==> config.mk <==
export PLATFORM = sky130hd
export DESIGN_NAME = sevenseg_decode_flat
export DESIGN_NICKNAME = d
export VERILOG_FILES = /design/src/rtl/sevenseg_decode_if.sv /design/src/rtl/sevenseg_decode.sv /design/src/flat_wrapper.sv
export SDC_FILE = /design/constraint.sdc
export NUM_CORES = 1
export LEC_CHECK = 0
export ABC_AREA = 1
export BUFFER_PORTS_ARGS = -buffer_cell sky130_fd_sc_hd__buf_2
export CAP_MARGIN = 20
export CELL_PAD_IN_SITES_DETAIL_PLACEMENT = 1
export CELL_PAD_IN_SITES_GLOBAL_PLACEMENT = 1
export CORE_MARGIN = 3
export CORE_UTILIZATION = 44
export DETAILED_ROUTE_END_ITERATION = 12
export PLACE_DENSITY = 0.9
export SYNTH_ARGS = -nofsm -noshare
export SYNTH_HDL_FRONTEND = slang
export SYNTH_SLANG_ARGS = --single-unit
==> constraint.sdc <==
create_clock -name clk -period 2 [get_ports clk]
set_clock_uncertainty 0.15 [all_clocks]
set_input_delay 0.6 -clock clk [delete_from_list [all_inputs] [get_ports clk]]
set_output_delay 0.6 -clock clk [all_outputs]
set_load 0.005 [all_outputs]
==> src/rtl/sevenseg_decode_if.sv <==
// rtl/sevenseg_decode_if.sv - result stream between the seven-segment decoder and its consumer
// Ports (signals carried):
//    digit  [3:0]  decoded hex value of the last qualified pattern
//    blank         last qualified pattern had every segment unlit
//    err           last qualified pattern was neither blank nor a table entry
//    valid         digit/blank/err hold a result not yet accepted
//    ready         consumer accepts the result on an edge with valid=1
// Modports: master (decoder side), slave (consumer side).

interface sevenseg_decode_if;
   logic [3:0] digit;
   logic       blank;
   logic       err;
   logic       valid;
   logic       ready;

   modport master (
      output digit,
      output blank,
      output err,
      output valid,
      input  ready
   );

   modport slave (
      input  digit,
      input  blank,
      input  err,
      input  valid,
      output ready
   );
endinterface

==> src/rtl/sevenseg_decode.sv <==
// rtl/sevenseg_decode.sv - debounced seven-segment pattern to hex digit decoder
// Parameter:
//    STABLE_CYCLES  consecutive identical synchronised samples needed to qualify (2..255)
// Ports:
//    clk            sole clock, rising edge
//    rst            asynchronous, active-high reset
//    a..g           segment lines, active-low, asynchronous to clk
//    res            result stream (master modport): digit, blank, err, valid, ready
//    overrun        sticky flag, a qualified result was dropped
//    overrun_clr    synchronous clear of overrun (a simultaneous set wins)

module sevenseg_decode #(
   parameter int STABLE_CYCLES = 16
) (
   input  logic                      clk,
   input  logic                      rst,
   input  logic                      a,
   input  logic                      b,
   input  logic                      c,
   input  logic                      d,
   input  logic                      e,
   input  logic                      f,
   input  logic                      g,
   sevenseg_decode_if.master         res,
   output logic                      overrun,
   input  logic                      overrun_clr
);

   typedef enum logic [1:0] {
      IDLE   = 2'd0,
      SETTLE = 2'd1,
      REPORT = 2'd2
   } state_t;

   localparam logic [7:0] CNT_MAX = 8'(STABLE_CYCLES);

   state_t     state, state_nxt;
   logic [6:0] sync1, sync2;
   logic [6:0] lit;
   logic [6:0] cand, cand_nxt;
   logic [6:0] last;
   logic [7:0] cnt, cnt_nxt;
   logic       reported;
   logic       qualify;
   logic       load;

   logic [3:0] dec_digit;
   logic       dec_blank;
   logic       dec_err;

   logic [3:0] digit_q;
   logic       blank_q;
   logic       err_q;
   logic       valid_q;

   // Two-flop synchroniser; resets to all-unlit so the first pattern after
   // reset is seen as a genuine change.
   always_ff @(posedge clk or posedge rst) begin
      if (rst) begin
         sync1 <= '1;
         sync2 <= '1;
      end else begin
         sync1 <= {a, b, c, d, e, f, g};
         sync2 <= sync1;
      end
   end

   // Active-high lit vector, segment a in the MSB.
   assign lit = ~sync2;

   always_comb begin
      state_nxt = state;
      cnt_nxt   = cnt;
      cand_nxt  = cand;
      qualify   = 1'b0;
      case (state)
         IDLE: begin
            if (!reported || (lit != last)) begin
               state_nxt = SETTLE;
               cnt_nxt   = 8'd1;
               cand_nxt  = lit;
            end
         end
         SETTLE: begin
            if (cnt == CNT_MAX) begin
               qualify   = 1'b1;
               state_nxt = REPORT;
            end else if (lit == cand) begin
               cnt_nxt = cnt + 8'd1;
            end else if (reported && (lit == last)) begin
               // Short glitch that fell back to the already reported
               // pattern: abandon it without reporting anything.
               state_nxt = IDLE;
               cnt_nxt   = 8'd0;
            end else begin
               cand_nxt = lit;
               cnt_nxt  = 8'd1;
            end
         end
         REPORT: begin
            state_nxt = IDLE;
            cnt_nxt   = 8'd0;
         end
         default: begin
            state_nxt = IDLE;
            cnt_nxt   = 8'd0;
         end
      endcase
   end

   always_ff @(posedge clk or posedge rst) begin
      if (rst) begin
         state <= IDLE;
         cnt   <= 8'd0;
         cand  <= 7'd0;
      end else begin
         state <= state_nxt;
         cnt   <= cnt_nxt;
         cand  <= cand_nxt;
      end
   end

   always_comb begin
      dec_digit = 4'h0;
      dec_blank = 1'b0;
      dec_err   = 1'b0;
      case (cand)
         7'h7E: dec_digit = 4'h0;
         7'h30: dec_digit = 4'h1;
         7'h6D: dec_digit = 4'h2;
         7'h79: dec_digit = 4'h3;
         7'h33: dec_digit = 4'h4;
         7'h5B: dec_digit = 4'h5;
         7'h5F: dec_digit = 4'h6;
         7'h70: dec_digit = 4'h7;
         7'h7F: dec_digit = 4'h8;
         7'h7B: dec_digit = 4'h9;
         7'h77: dec_digit = 4'hA;
         7'h1F: dec_digit = 4'hB;
         7'h4E: dec_digit = 4'hC;
         7'h3D: dec_digit = 4'hD;
         7'h4F: dec_digit = 4'hE;
         7'h47: dec_digit = 4'hF;
         7'h00: dec_blank = 1'b1;
         default: dec_err = 1'b1;
      endcase
   end

   // A qualified result is only taken when the output slot is free or is
   // being emptied on this very edge; otherwise it is dropped as overrun.
   assign load = qualify && (!valid_q || res.ready);

   always_ff @(posedge clk or posedge rst) begin
      if (rst) begin
         digit_q  <= 4'h0;
         blank_q  <= 1'b0;
         err_q    <= 1'b0;
         valid_q  <= 1'b0;
         overrun  <= 1'b0;
         last     <= 7'd0;
         reported <= 1'b0;
      end else begin
         if (load) begin
            digit_q <= dec_digit;
            blank_q <= dec_blank;
            err_q   <= dec_err;
            valid_q <= 1'b1;
         end else if (valid_q && res.ready) begin
            valid_q <= 1'b0;
         end

         if (qualify) begin
            last     <= cand;
            reported <= 1'b1;
         end

         if (qualify && valid_q && !res.ready) begin
            overrun <= 1'b1;
         end else if (overrun_clr) begin
            overrun <= 1'b0;
         end
      end
   end

   assign res.digit = digit_q;
   assign res.blank = blank_q;
   assign res.err   = err_q;
   assign res.valid = valid_q;

endmodule

==> src/flat_wrapper.sv <==
// flat-port wrapper written by rule: the top's interface ports become plain ports
module sevenseg_decode_flat 
#(
   parameter int STABLE_CYCLES = 16
)
  (clk, rst, a, b, c, d, e, f, g, overrun, overrun_clr, res_digit, res_blank, res_err, res_valid, res_ready);
  sevenseg_decode_if res_i ();
  input  logic clk;
  input  logic rst;
  input  logic a;
  input  logic b;
  input  logic c;
  input  logic d;
  input  logic e;
  input  logic f;
  input  logic g;
  output logic overrun;
  input  logic overrun_clr;
  output wire logic [$bits(res_i.digit)-1:0] res_digit;
  output wire logic [$bits(res_i.blank)-1:0] res_blank;
  output wire logic [$bits(res_i.err)-1:0] res_err;
  output wire logic [$bits(res_i.valid)-1:0] res_valid;
  input wire logic [$bits(res_i.ready)-1:0] res_ready;
  assign res_digit = res_i.digit;
  assign res_blank = res_i.blank;
  assign res_err = res_i.err;
  assign res_valid = res_i.valid;
  assign res_i.ready = res_ready;
  sevenseg_decode #(.STABLE_CYCLES(STABLE_CYCLES)) u_core (.clk(clk), .rst(rst), .a(a), .b(b), .c(c), .d(d), .e(e), .f(f), .g(g), .res(res_i), .overrun(overrun), .overrun_clr(overrun_clr));
endmodule
==> flow_summary.toml <==
[layout]
drive_above_1_share_pct = 20.4
multi_input_logic_area_um2 = 995
num_antenna_cells = 0
layout.cells.most_common_list = "sky130_fd_sc_hd__nand2_1 (72), sky130_fd_sc_hd__inv_1 (39), sky130_fd_sc_hd__dfrtp_1 (33), sky130_fd_sc_hd__nor2_1 (26), sky130_fd_sc_hd__o21ai_0 (20)"
design.final.nets = 325
area_used_by_sequential_logic_in_the_layout_um2 = 1190
synthToLayoutAreaGrowth_pct = 13.5
layout.cells.most_common = "sky130_fd_sc_hd__nand2_1"
filler_cell_count = 648

[synthesis]
synth_top_area_share_pct = 34.9
synth_area_um2 = 2370
avgSynthCellArea_um2 = 8.16
biggest_area_contributors_in_the_synthesized_netlist = "sky130_fd_sc_hd__dfrtp_1 (35%), sky130_fd_sc_hd__dfstp_2 (16%), sky130_fd_sc_hd__nand2_1 (11%), sky130_fd_sc_hd__inv_1 (6.3%), sky130_fd_sc_hd__nor2_1 (4.6%)"
synth_seq_area_share_pct = 50.4
synthesis.instances = 290
ys_ff_latch = 47
syn-num-nets = 303
yosysUniqueCellTypes = 33
yosysWarningCount = 0
synth_top_cell_by_area = "sky130_fd_sc_hd__dfrtp_1"

[setup_path]
critPathLaunchType = "flip-flop"
regToRegEndpoint = "u_core.cnt[3]$_DFFE_PP0P_"
crit_required_ns = 2.09
cp-end-kind = "flip-flop"
worstSetupStartpoint = "u_core.sync2[1]$_DFF_PP1_"
setup.reg_to_reg.worst_slack_ns = 0.11
timing.reg2reg.worst_path_depth = 10
path_max_fanout = 5
worstPathArrival_ns = 1.98
crit-reg2reg-launch = "u_core.sync2[1]$_DFF_PP1_"
timing.setup.critical_path_class = "flip-flop to flip-flop"
setup.worst_path.end = "u_core.cnt[3]$_DFFE_PP0P_"

[flow_run]
max_cap_violations = 0

[timing]
post-route-min-period_ns = 1.89
maxSlewViolCount = 0
finalSetupViolCount = 0
maxSlewHeadroom_pct = 73.4
max_clock_freq_mhz = 529
fin_setup_tns_ns = 0
finalCritPeriodShare_pct = 94.4
hold-worst-slack_ns = 0.0499
finalHoldViolations = 0
max_slew.worst_pin.slew_ns = 0.396

[clocking]
htree_num_levels = 2
numCtsBuffers = 5
cts.root.buffer_cell = "sky130_fd_sc_hd__clkbuf_8"
clk_latency_ns = 0.31
clk_pin_slew_ns = 0.09
cts_hold_buf = 0
cts_tree = "built"
numClockSinks = 47
cts_buffer_depth = 2

[detailed_routing]
drt_drc_violations_left = 0
route.met3.wl_um = 172
drt-initial-drc-count = 45
drt_via_density = 5.12
routedWlPerCell_um = 15.1
met1Wirelength_um = 2390
maxUsedRoutingLayer = "met4"
detailroute.via_count = 1961
detailedRoute.firstPassIterationCount = 4
route.final.wire_length_um = 5780
met2_length_um = 3120
drtAntennaViolNets = 0

[power_and_ir_drop]
p_leak_uw = 0.00129
seq_power_share_pct = 56.7
p_clk_share_pct = 36.8
internal-power_uw = 1350
part_of_the_total_power_dissipated_in_combinational_logic_pct = 6.5
total_switching_power_uw = 451
power_density_nw_per_um2 = 669
p_total_uw = 1800
peakVddDrop_mv = 0.324
power.switching_fraction_pct = 25.1

[die]
start_util_pct = 46.1
core_area_um2 = 5140
die_height_um = 79.4
dieWidth_um = 79.4
io-pin-count = 19
placementRows = 26
die-area_um2 = 6300

[grt]
overflow = 0
first_global_vias = 2032
pin_count_of_the_biggest_net_entering_global_routing = 39
total_global_route_track_usage_pct = 19.5
antenna_found_initial = 0
global_route_wire_length_before_repair_um = 9440

[placed_design]
detailed_place_hpwl_um = 4190
place.gp.congestion = 0.889
numPortBuffers = 18

[outcome]
run_status = "complete, no violations"

[min_path]
hold_path_class = "input port to async pin"
critical path: stages (launching register included):
cell                      delay (ns)
sky130_fd_sc_hd__dfstp_2        0.58
sky130_fd_sc_hd__nand2_1        0.08
sky130_fd_sc_hd__nand2_1        0.06
sky130_fd_sc_hd__inv_1          0.05
sky130_fd_sc_hd__nand2_1        0.13
sky130_fd_sc_hd__nor2_4         0.06
sky130_fd_sc_hd__nand3_4        0.08
sky130_fd_sc_hd__nand2_4        0.09
sky130_fd_sc_hd__buf_4          0.15
sky130_fd_sc_hd__or2_2          0.28
sky130_fd_sc_hd__a21oi_1        0.12
cells by family (layout without fill, tap and decap cells):
group                    Yosys count  in the layout  share of synthesized area [%]
AND/OR/NAND/NOR                  155            155                           29.5
XOR/XNOR                           7              7                           2.59
flip-flops                        47             47                           50.4
buffers and inverters             50             73                           9.51
adder cells (fa/ha/maj)            2              2                           1.06
AO/OA/AOI/OAI                     29             29                           6.92
flip-flops by register name (all words and copies together) (netlist names):
signal and count:
u_core.cand 7, u_core.last 7, u_core.cnt 8, u_core.res.valid 1, u_core.res.digit 4, u_core.state 2, u_core.sync1 7, u_core.reported 1
u_core.overrun 1, u_core.res.blank 1, u_core.sync2 7, u_core.res.err 1
synth_stat cells:
cell	count
sky130_fd_sc_hd__inv_1	40
sky130_fd_sc_hd__nor2_1	29
sky130_fd_sc_hd__nand3b_1	1
sky130_fd_sc_hd__nand2_1	72
sky130_fd_sc_hd__o21ai_1	1
sky130_fd_sc_hd__nor3_1	13
sky130_fd_sc_hd__a21oi_1	3
sky130_fd_sc_hd__buf_2	3
sky130_fd_sc_hd__buf_6	1
sky130_fd_sc_hd__dfstp_2	14
sky130_fd_sc_hd__nand3_2	1
sky130_fd_sc_hd__xnor2_1	1
sky130_fd_sc_hd__o211ai_2	1
sky130_fd_sc_hd__buf_4	2
sky130_fd_sc_hd__inv_4	1
sky130_fd_sc_hd__nand2_4	2
sky130_fd_sc_hd__nand4_1	8
sky130_fd_sc_hd__ha_1	2
sky130_fd_sc_hd__nand2b_1	1
sky130_fd_sc_hd__nor4_1	3
sky130_fd_sc_hd__nor2_4	1
sky130_fd_sc_hd__o22ai_1	1
sky130_fd_sc_hd__o21ai_0	20
sky130_fd_sc_hd__nand3_1	18
sky130_fd_sc_hd__and3_1	1
sky130_fd_sc_hd__clkbuf_1	2
sky130_fd_sc_hd__nand2_2	4
sky130_fd_sc_hd__or2_2	1
sky130_fd_sc_hd__dfrtp_1	33
sky130_fd_sc_hd__xor2_1	6
sky130_fd_sc_hd__a21boi_1	1
sky130_fd_sc_hd__o21ai_2	2
sky130_fd_sc_hd__buf_12	1
power groups by stage:
| stage | Clock, uW | Combinational [uW] | Sequential [uW] |
|---|---|---|---|
| floorplan | 0 | 92.5 | 1020 |
| global placement | 0 | 107 | 1030 |
| detailed placement | 0 | 112 | 1040 |
| CTS | 679 | 114 | 1020 |
| global route | 712 | 133 | 1020 |
| finish | 661 | 117 | 1020 |
how the worst min path moves through the flow:
stage,start,to,slack (ns),cells past startpoint
2_1_floorplan,u_core.sync1[0]$_DFF_PP1_,u_core.sync2[0]$_DFF_PP1_,0.20,0
3_3_place_gp,u_core.sync1[6]$_DFF_PP1_,u_core.sync2[6]$_DFF_PP1_,0.20,0
3_5_place_dp,u_core.sync1[2]$_DFF_PP1_,u_core.sync2[2]$_DFF_PP1_,0.20,0
4_1_cts,rst,u_core.cnt[1]$_DFFE_PP0P_,0.06,2
5_1_grt,rst,u_core.cnt[1]$_DFFE_PP0P_,0.07,2
6_report,rst,u_core.cnt[1]$_DFFE_PP0P_,0.05,2
per-stage QoR:
step | worst slack [ns] | cell area [um2] | utilization, % | instances
3_3_place_gp | 0.149 | 2520 | 49.0 | 373
5_1_grt | -0.0487 | 2690 | 52.3 | 383
3_5_place_dp | 0.0638 | 2520 | 49.0 | 373
2_1_floorplan | 0.157 | 2370 | - | 290
6_report | 0.111 | 2690 | 52.3 | 383
4_1_cts | 0.0412 | 2630 | 51.1 | 381
final cells by class:
class	count	area share, %
repair buffers	24	5.49
inverters	41	5.82
multi-input cells	193	37.0
well taps	70	3.26
clock buffers	6	3.49
flip-flops and latches	47	44.4
clock inverters	2	0.512
layer usage:
layer	GRT usage (%)	up-vias
met2	35.9	32
met4	5.67	0
li1	-	959
met1	22.9	961
met3	3.74	9
met5	0	-
timing repair:
action                                  4_1_cts  5_1_grt
resized for setup                             0        9
endpoints found under the setup margin        0       19
setup buffers                                 0        2
endpoints found under the hold margin         0        0
Note: power is estimated with default switching activity, not from simulation.
